<file path="src/rtl/rx_pkg.sv">
// Shared receive-path definitions: FSM state encoding and the byte width
// used by both the bit-stuffing controller and the byte assembler.
package rx_pkg;

  localparam int RX_BYTE_W = 8;

  typedef enum logic [1:0] {
    IDLE = 2'd0,
    RECV = 2'd1,
    DONE = 2'd2
  } rx_state_e;

endpackage

</file>
<file path="src/rtl/rx_byte_fifo.sv">
// Two-entry byte buffer between the assembler and the downstream consumer.
// A push into a full buffer is accepted only when a pop happens in the same
// cycle; otherwise it is ignored and the caller flags the loss.
module rx_byte_fifo
  import rx_pkg::*;
#(
  parameter int W = RX_BYTE_W
) (
  input  logic         clk,
  input  logic         rst,
  input  logic         push,
  input  logic         pop,
  input  logic [W-1:0] din,
  output logic [W-1:0] dout,
  output logic         empty,
  output logic         full
);

  logic [W-1:0] mem_q [0:1];
  logic         wr_ptr_q;
  logic         rd_ptr_q;
  logic [1:0]   count_q;
  logic         do_push;
  logic         do_pop;

  // qualify requests against current occupancy
  always_comb begin
    do_pop  = pop && (count_q != 2'd0);
    do_push = push && ((count_q != 2'd2) || do_pop);
  end

  // storage, pointers and occupancy
  always_ff @(posedge clk or posedge rst) begin
    if (rst) begin
      mem_q[0] <= '0;
      mem_q[1] <= '0;
      wr_ptr_q <= 1'b0;
      rd_ptr_q <= 1'b0;
      count_q  <= 2'd0;
    end else begin
      if (do_push) begin
        mem_q[wr_ptr_q] <= din;
        wr_ptr_q        <= ~wr_ptr_q;
      end
      if (do_pop) begin
        rd_ptr_q <= ~rd_ptr_q;
      end
      case ({do_push, do_pop})
        2'b10:   count_q <= count_q + 2'd1;
        2'b01:   count_q <= count_q - 2'd1;
        default: count_q <= count_q;
      endcase
    end
  end

  assign dout  = mem_q[rd_ptr_q];
  assign empty = (count_q == 2'd0);
  assign full  = (count_q == 2'd2);

endmodule

</file>
<file path="src/rtl/rx_byte_assembler.sv">
// Collects destuffed serial bits LSB-first into bytes, buffers them for the
// consumer and reports per-packet length, misalignment and buffer loss.
//
// state | meaning
// IDLE  | waiting for packet_active; strobes ignored
// RECV  | packet body, sr_enable shifts bits in (including the falling cycle)
// DONE  | one-cycle packet summary: pkt_done, pkt_len, align_err valid
module rx_byte_assembler
  import rx_pkg::*;
#(
  parameter  int BYTE_W    = RX_BYTE_W,
  parameter  int MAX_BYTES = 64,
  localparam int LEN_W     = $clog2(MAX_BYTES + 1)
) (
  input  logic              clk,
  input  logic              rst,
  input  logic              d_orig,
  input  logic              sr_enable,
  input  logic              packet_active,
  input  logic              clear_errors,
  input  logic              byte_ready,
  output logic [BYTE_W-1:0] byte_data,
  output logic              byte_valid,
  output logic              pkt_done,
  output logic              align_err,
  output logic [LEN_W-1:0]  pkt_len,
  output logic              overflow
);

  localparam int CNT_W = $clog2(BYTE_W);

  rx_state_e         state_q, state_d;
  logic [CNT_W-1:0]  bit_cnt_q, bit_cnt_d;
  logic [BYTE_W-1:0] shreg_q, shreg_d;
  logic [LEN_W-1:0]  byte_cnt_q, byte_cnt_d;
  logic [LEN_W-1:0]  pkt_len_q, pkt_len_d;
  logic              pkt_done_q, pkt_done_d;
  logic              align_err_q, align_err_d;
  logic              overflow_q, overflow_d;

  logic              shift_en;
  logic              byte_done;
  logic              fifo_pop;
  logic              fifo_empty;
  logic              fifo_full;

  // state and datapath registers
  always_ff @(posedge clk or posedge rst) begin
    if (rst) begin
      state_q     <= IDLE;
      bit_cnt_q   <= '0;
      shreg_q     <= '0;
      byte_cnt_q  <= '0;
      pkt_len_q   <= '0;
      pkt_done_q  <= 1'b0;
      align_err_q <= 1'b0;
      overflow_q  <= 1'b0;
    end else begin
      state_q     <= state_d;
      bit_cnt_q   <= bit_cnt_d;
      shreg_q     <= shreg_d;
      byte_cnt_q  <= byte_cnt_d;
      pkt_len_q   <= pkt_len_d;
      pkt_done_q  <= pkt_done_d;
      align_err_q <= align_err_d;
      overflow_q  <= overflow_d;
    end
  end

  // next-state decode from packet framing
  always_comb begin
    state_d = state_q;
    case (state_q)
      IDLE:    if (packet_active)  state_d = RECV;
      RECV:    if (!packet_active) state_d = DONE;
      DONE:    state_d = IDLE;
      default: state_d = IDLE;
    endcase
  end

  // bit shifting, byte counting and registered status outputs
  always_comb begin
    shift_en    = (state_q == RECV) && sr_enable;
    byte_done   = shift_en && (bit_cnt_q == CNT_W'(BYTE_W - 1));
    bit_cnt_d   = bit_cnt_q;
    shreg_d     = shreg_q;
    byte_cnt_d  = byte_cnt_q;
    fifo_pop    = byte_ready && !fifo_empty;
    overflow_d  = overflow_q;

    if ((state_q == IDLE) && packet_active) begin
      bit_cnt_d  = '0;
      shreg_d    = '0;
      byte_cnt_d = '0;
    end

    if (shift_en) begin
      shreg_d   = {d_orig, shreg_q[BYTE_W-1:1]};
      bit_cnt_d = byte_done ? '0 : bit_cnt_q + CNT_W'(1);
    end

    if (byte_done && (byte_cnt_q != LEN_W'(MAX_BYTES))) begin
      byte_cnt_d = byte_cnt_q + LEN_W'(1);
    end

    // the byte finishing on the last RECV cycle still counts toward pkt_len
    pkt_done_d  = (state_q == RECV) && !packet_active;
    align_err_d = pkt_done_d && (bit_cnt_d != '0);
    pkt_len_d   = pkt_done_d ? byte_cnt_d : pkt_len_q;

    // a lost byte outranks a simultaneous clear so the loss is never hidden
    if (byte_done && fifo_full && !fifo_pop) begin
      overflow_d = 1'b1;
    end else if (clear_errors) begin
      overflow_d = 1'b0;
    end
  end

  rx_byte_fifo #(
    .W(BYTE_W)
  ) u_fifo (
    .clk  (clk),
    .rst  (rst),
    .push (byte_done),
    .pop  (fifo_pop),
    .din  (shreg_d),
    .dout (byte_data),
    .empty(fifo_empty),
    .full (fifo_full)
  );

  assign byte_valid = !fifo_empty;
  assign pkt_done   = pkt_done_q;
  assign align_err  = align_err_q;
  assign pkt_len    = pkt_len_q;
  assign overflow   = overflow_q;

endmodule

</file>
<file path="config.mk">
export PLATFORM = sky130hd
export DESIGN_NAME = rx_byte_assembler
export DESIGN_NICKNAME = d
export VERILOG_FILES = /design/src/rtl/rx_pkg.sv /design/src/rtl/rx_byte_fifo.sv /design/src/rtl/rx_byte_assembler.sv
export SDC_FILE = /design/constraint.sdc
export NUM_CORES = 1
export LEC_CHECK = 0
export ABC_CLOCK_PERIOD_IN_PS = 2000
export BUFFER_PORTS_ARGS = -buffer_cell sky130_fd_sc_hd__buf_2
export CAP_MARGIN = 20
export CELL_PAD_IN_SITES_DETAIL_PLACEMENT = 1
export CELL_PAD_IN_SITES_GLOBAL_PLACEMENT = 2
export CORE_MARGIN = 5
export CORE_UTILIZATION = 35
export DETAILED_ROUTE_END_ITERATION = 10
export PLACE_DENSITY = 0.85
export SYNTH_ARGS = -nofsm -noshare
export SYNTH_HDL_FRONTEND = slang
export SYNTH_SLANG_ARGS = --single-unit
</file>
<file path="constraint.sdc">
create_clock -name clk -period 2 [get_ports clk]
set_clock_uncertainty 0.2 [all_clocks]
set_input_delay 0.4 -clock clk [delete_from_list [all_inputs] [get_ports clk]]
set_output_delay 0.4 -clock clk [all_outputs]
set_load 0.03 [all_outputs]
</file>
==> results.json <==
{
  "irDropWorstVdd_uv": 450.8,
  "yosys.area_share.simple": 0.1137,
  "synth_top_family_by_area": "multiplexers",
  "grt_overflow": 0,
  "synthFlopType": "dfrtp_1",
  "status": "finished, violations left",
  "synth-seq-cells": 50,
  "antenna_found_initial": 0,
  "synth.avg_cell_area_um2": 12.64,
  "synth_edf_count": 0,
  "num_io_pins": 26,
  "cts_max_path_buffers": 2,
  "grt_use_met2": 0.2428,
  "fmax_mhz": 485.3,
  "dp_slack_ns": -0.09948,
  "cts_tree": "yes",
  "antenna_cells": 0,
  "critPathTopFamily": "simple AND/OR/NAND/NOR gates",
  "synthesis.area_mm2": 0.002300,
  "crit_slowest_cell": "dfrtp_1",
  "crit_type": "register to register",
  "synthArstFlopShare": 1.000,
  "area_delta_synth_final_pct": 33.68,
  "yosysMostFrequentCell": "dfrtp_1",
  "routed_wl_um": 5744,
  "hpwl_um": 3534,
  "placed_area_mm2": 0.002654,
  "tightest_slew_ns": 0.4658,
  "htree_levels": 2,
  "viasPerCell": 5.292,
  "critPathArrivalTime_ns": 2.07,
  "drtIter0Drc": 73,
  "synth.area.mux_share": 0.1453,
  "slew_headroom": 0.6891,
  "violations": "negative setup slack",
  "gp_congestion": 0.7665,
  "stdcell_count": 318,
  "die_w_um": 91.06,
  "synth_top_area_frac": 0.5441,
  "synthTopCellsByArea": "dfrtp_1 (54%), mux2_2 (13%), a22o_1 (3.4%)",
  "synthCells": 182,
  "via_count": 1683,
  "cts.sinks": 50,
  "crit_chain": "ha_4 > ha_4 > nand4b_1 > nor2_2 > inv_2 > nor2_4 > buf_12 > mux2_4",
  "setup_viol": 22,
  "regToRegSetupSlack_ns": -0.06,
  "die_area_mm2": 0.008292,
  "synth_area_leader_cell": "dfrtp_1",
  "cts_buffers": 5,
  "synth_common_cells": "dfrtp_1 (50), mux2_2 (27), inv_1 (10)",
  "grt_pass1_wl_um": 9377,
  "finalCritPeriodShare": 1.030,
  "dp.cells": 295,
  "required_ns": 2.01,
  "fin_nets": 252,
  "ys_seq_area_frac": 0.5441,
  "start_util": 0.3601,
  "insertion_delay_ns": 0.31,
  "design_area_mm2": 0.003074,
  "rsz0062_at_grt": "yes",
  "ys_types": 44,
  "top_usage_layer": "met2",
  "fp.dieH_um": 91.06,
  "post-route-drc-count": 0,
  "synth_fp_nets": 194,
  "endpoint_kind": "register",
  "synth_fa_ha_area_frac": 0.02720,
  "slowest_delay_ns": 0.41,
  "use_met3": 0.04959,
  "track_usage": 0.1410,
  "root_buffer": "clkbuf_8",
  "critPathMaxFanout": 8,
  "coreArea_mm2": 0.006386,
  "firstDrtPassIters": 5,
  "grt_use_met1": 0.1594,
  "p_leak_uw": 0.001506,
  "drive_above_1_share": 0.4855,
  "finalHoldViolations": 0,
  "avgRoutedWirePerCell_um": 18.06,
  "max-cap-violations": 0,
  "fin_ws_ns": -0.06059,
  "finalMaxSlewViolations": 0,
  "cp_num_buf_inv": 2,
  "clk_pin_slew_ns": 0.10,
  "first_global_vias": 1860,
  "rows": 29,
  "grt_max_degree": 51,
  "antenna_left": 0,
  "period_minus_slack_ns": 2.061,
  "hold_path.class": "primary input to register",
  "start_kind": "register",
  "synth_compound_area_frac": 0.1083,
  "crit_top_cell": "ha_4",
  "powerDensity_mw_per_mm2": 769.3,
  "synthXorXnorAreaFrac": 0.02285,
  "ys_warn_count": 0,
  "port_buffers": 25
}
-- power by group --
part	switching [µW]	internal, µW	leakage, µW
Clock	364	379	0.0000587
Sequential	63.5	1080	0.000677
Combinational	249	227	0.000769
-- per-stage QoR --
stage | util | TNS, ns | hold slack, ns | total power, µW
global route | 0.4814 | -3.038 | 0.04861 | 2487
CTS | 0.4575 | -0.2122 | 0.04913 | 2302
global placement | 0.4156 | -0.04019 | 0.2573 | 1509
finish | 0.4814 | -0.8407 | 0.05948 | 2365
floorplan | - | 0 | 0.2478 | 1417
detailed placement | 0.4156 | -1.205 | 0.2682 | 1525
-- state kept, by name, summed over array words and instances, names as in the netlist --
name             count
pkt_done             1
bit_cnt_q            3
u_fifo.rd_ptr_q      1
align_err            1
state_q              2
pkt_len              7
u_fifo.mem_q        16
u_fifo.count_q       2
shreg_q              8
u_fifo.wr_ptr_q      1
byte_cnt_q           7
overflow             1
-- cell families (layout without fill, tap and decap cells) --
family          Yosys count  count (layout)
fa+ha+maj                 5               5
buf+inv                  18              76
simple gates             43              43
mux                      30              30
xor+xnor                  6               6
flops                    50              50
compound gates           30              31
-- placed cells by master, fill, tap and decap left out, types with 2 or more instances in the layout --
| master | n |
|---|---|
| buf_12 | 2 |
| mux2i_1 | 2 |
| nor2_1 | 4 |
| nor3b_2 | 3 |
| o2111ai_1 | 2 |
| mux2_4 | 11 |
| clkbuf_8 | 5 |
| mux2_2 | 16 |
| a21o_1 | 2 |
| o41a_1 | 2 |
| nor2_2 | 3 |
| buf_2 | 24 |
| nand2_1 | 8 |
| or2_2 | 2 |
| a22o_1 | 9 |
| buf_6 | 6 |
| nor2b_1 | 2 |
| buf_4 | 24 |
| ha_4 | 3 |
| o31ai_4 | 2 |
| nand3_1 | 5 |
| xnor2_1 | 3 |
| xor2_1 | 2 |
| dfrtp_1 | 49 |
| inv_2 | 2 |
| o21ai_0 | 4 |
| or3b_1 | 2 |
| inv_1 | 8 |
-- final cells by class --
class | count | area, µm²
Fill cell | 681 | 3312
Inverter | 10 | 37.54
Multi-Input combinational cell | 115 | 1146
Timing Repair Buffer | 58 | 425.4
Clock buffer | 5 | 68.82
Sequential cell | 50 | 1252
Clock inverter | 3 | 47.55
Tap cell | 77 | 96.34
-- final timing paths --
check	startpoint	end	depth (start not counted)
worst max-delay path	bit_cnt_q[0]	u_fifo.mem_q[11]	8
max in group asynchronous	rst	u_fifo.rd_ptr_q	4
worst min register to register	pkt_len[1]	pkt_len[1]	2
worst min-delay path	clear_errors	overflow	2
worst max register to register	bit_cnt_q[0]	u_fifo.mem_q[11]	8
min in group asynchronous	rst	pkt_done	4
-- timing repair --
item | in CTS | in global routing
hold buffers | 1 | 0
gates cloned | 1 | 0
endpoints found under the setup margin | 33 | 36
resized for setup | 24 | 22
pin swaps | 12 | 8
buffers inserted | 6 | 8
hold endpoints to repair | 50 | 0
-- per-layer routing --
metal | vias to the layer above | share of wire
li1 | 771 | -
met1 | 865 | 0.40
met2 | 30 | 0.54
met3 | 17 | 0.037
met4 | 0 | 0.028
met5 | - | 0
Note: power is estimated with default switching activity, not from simulation.
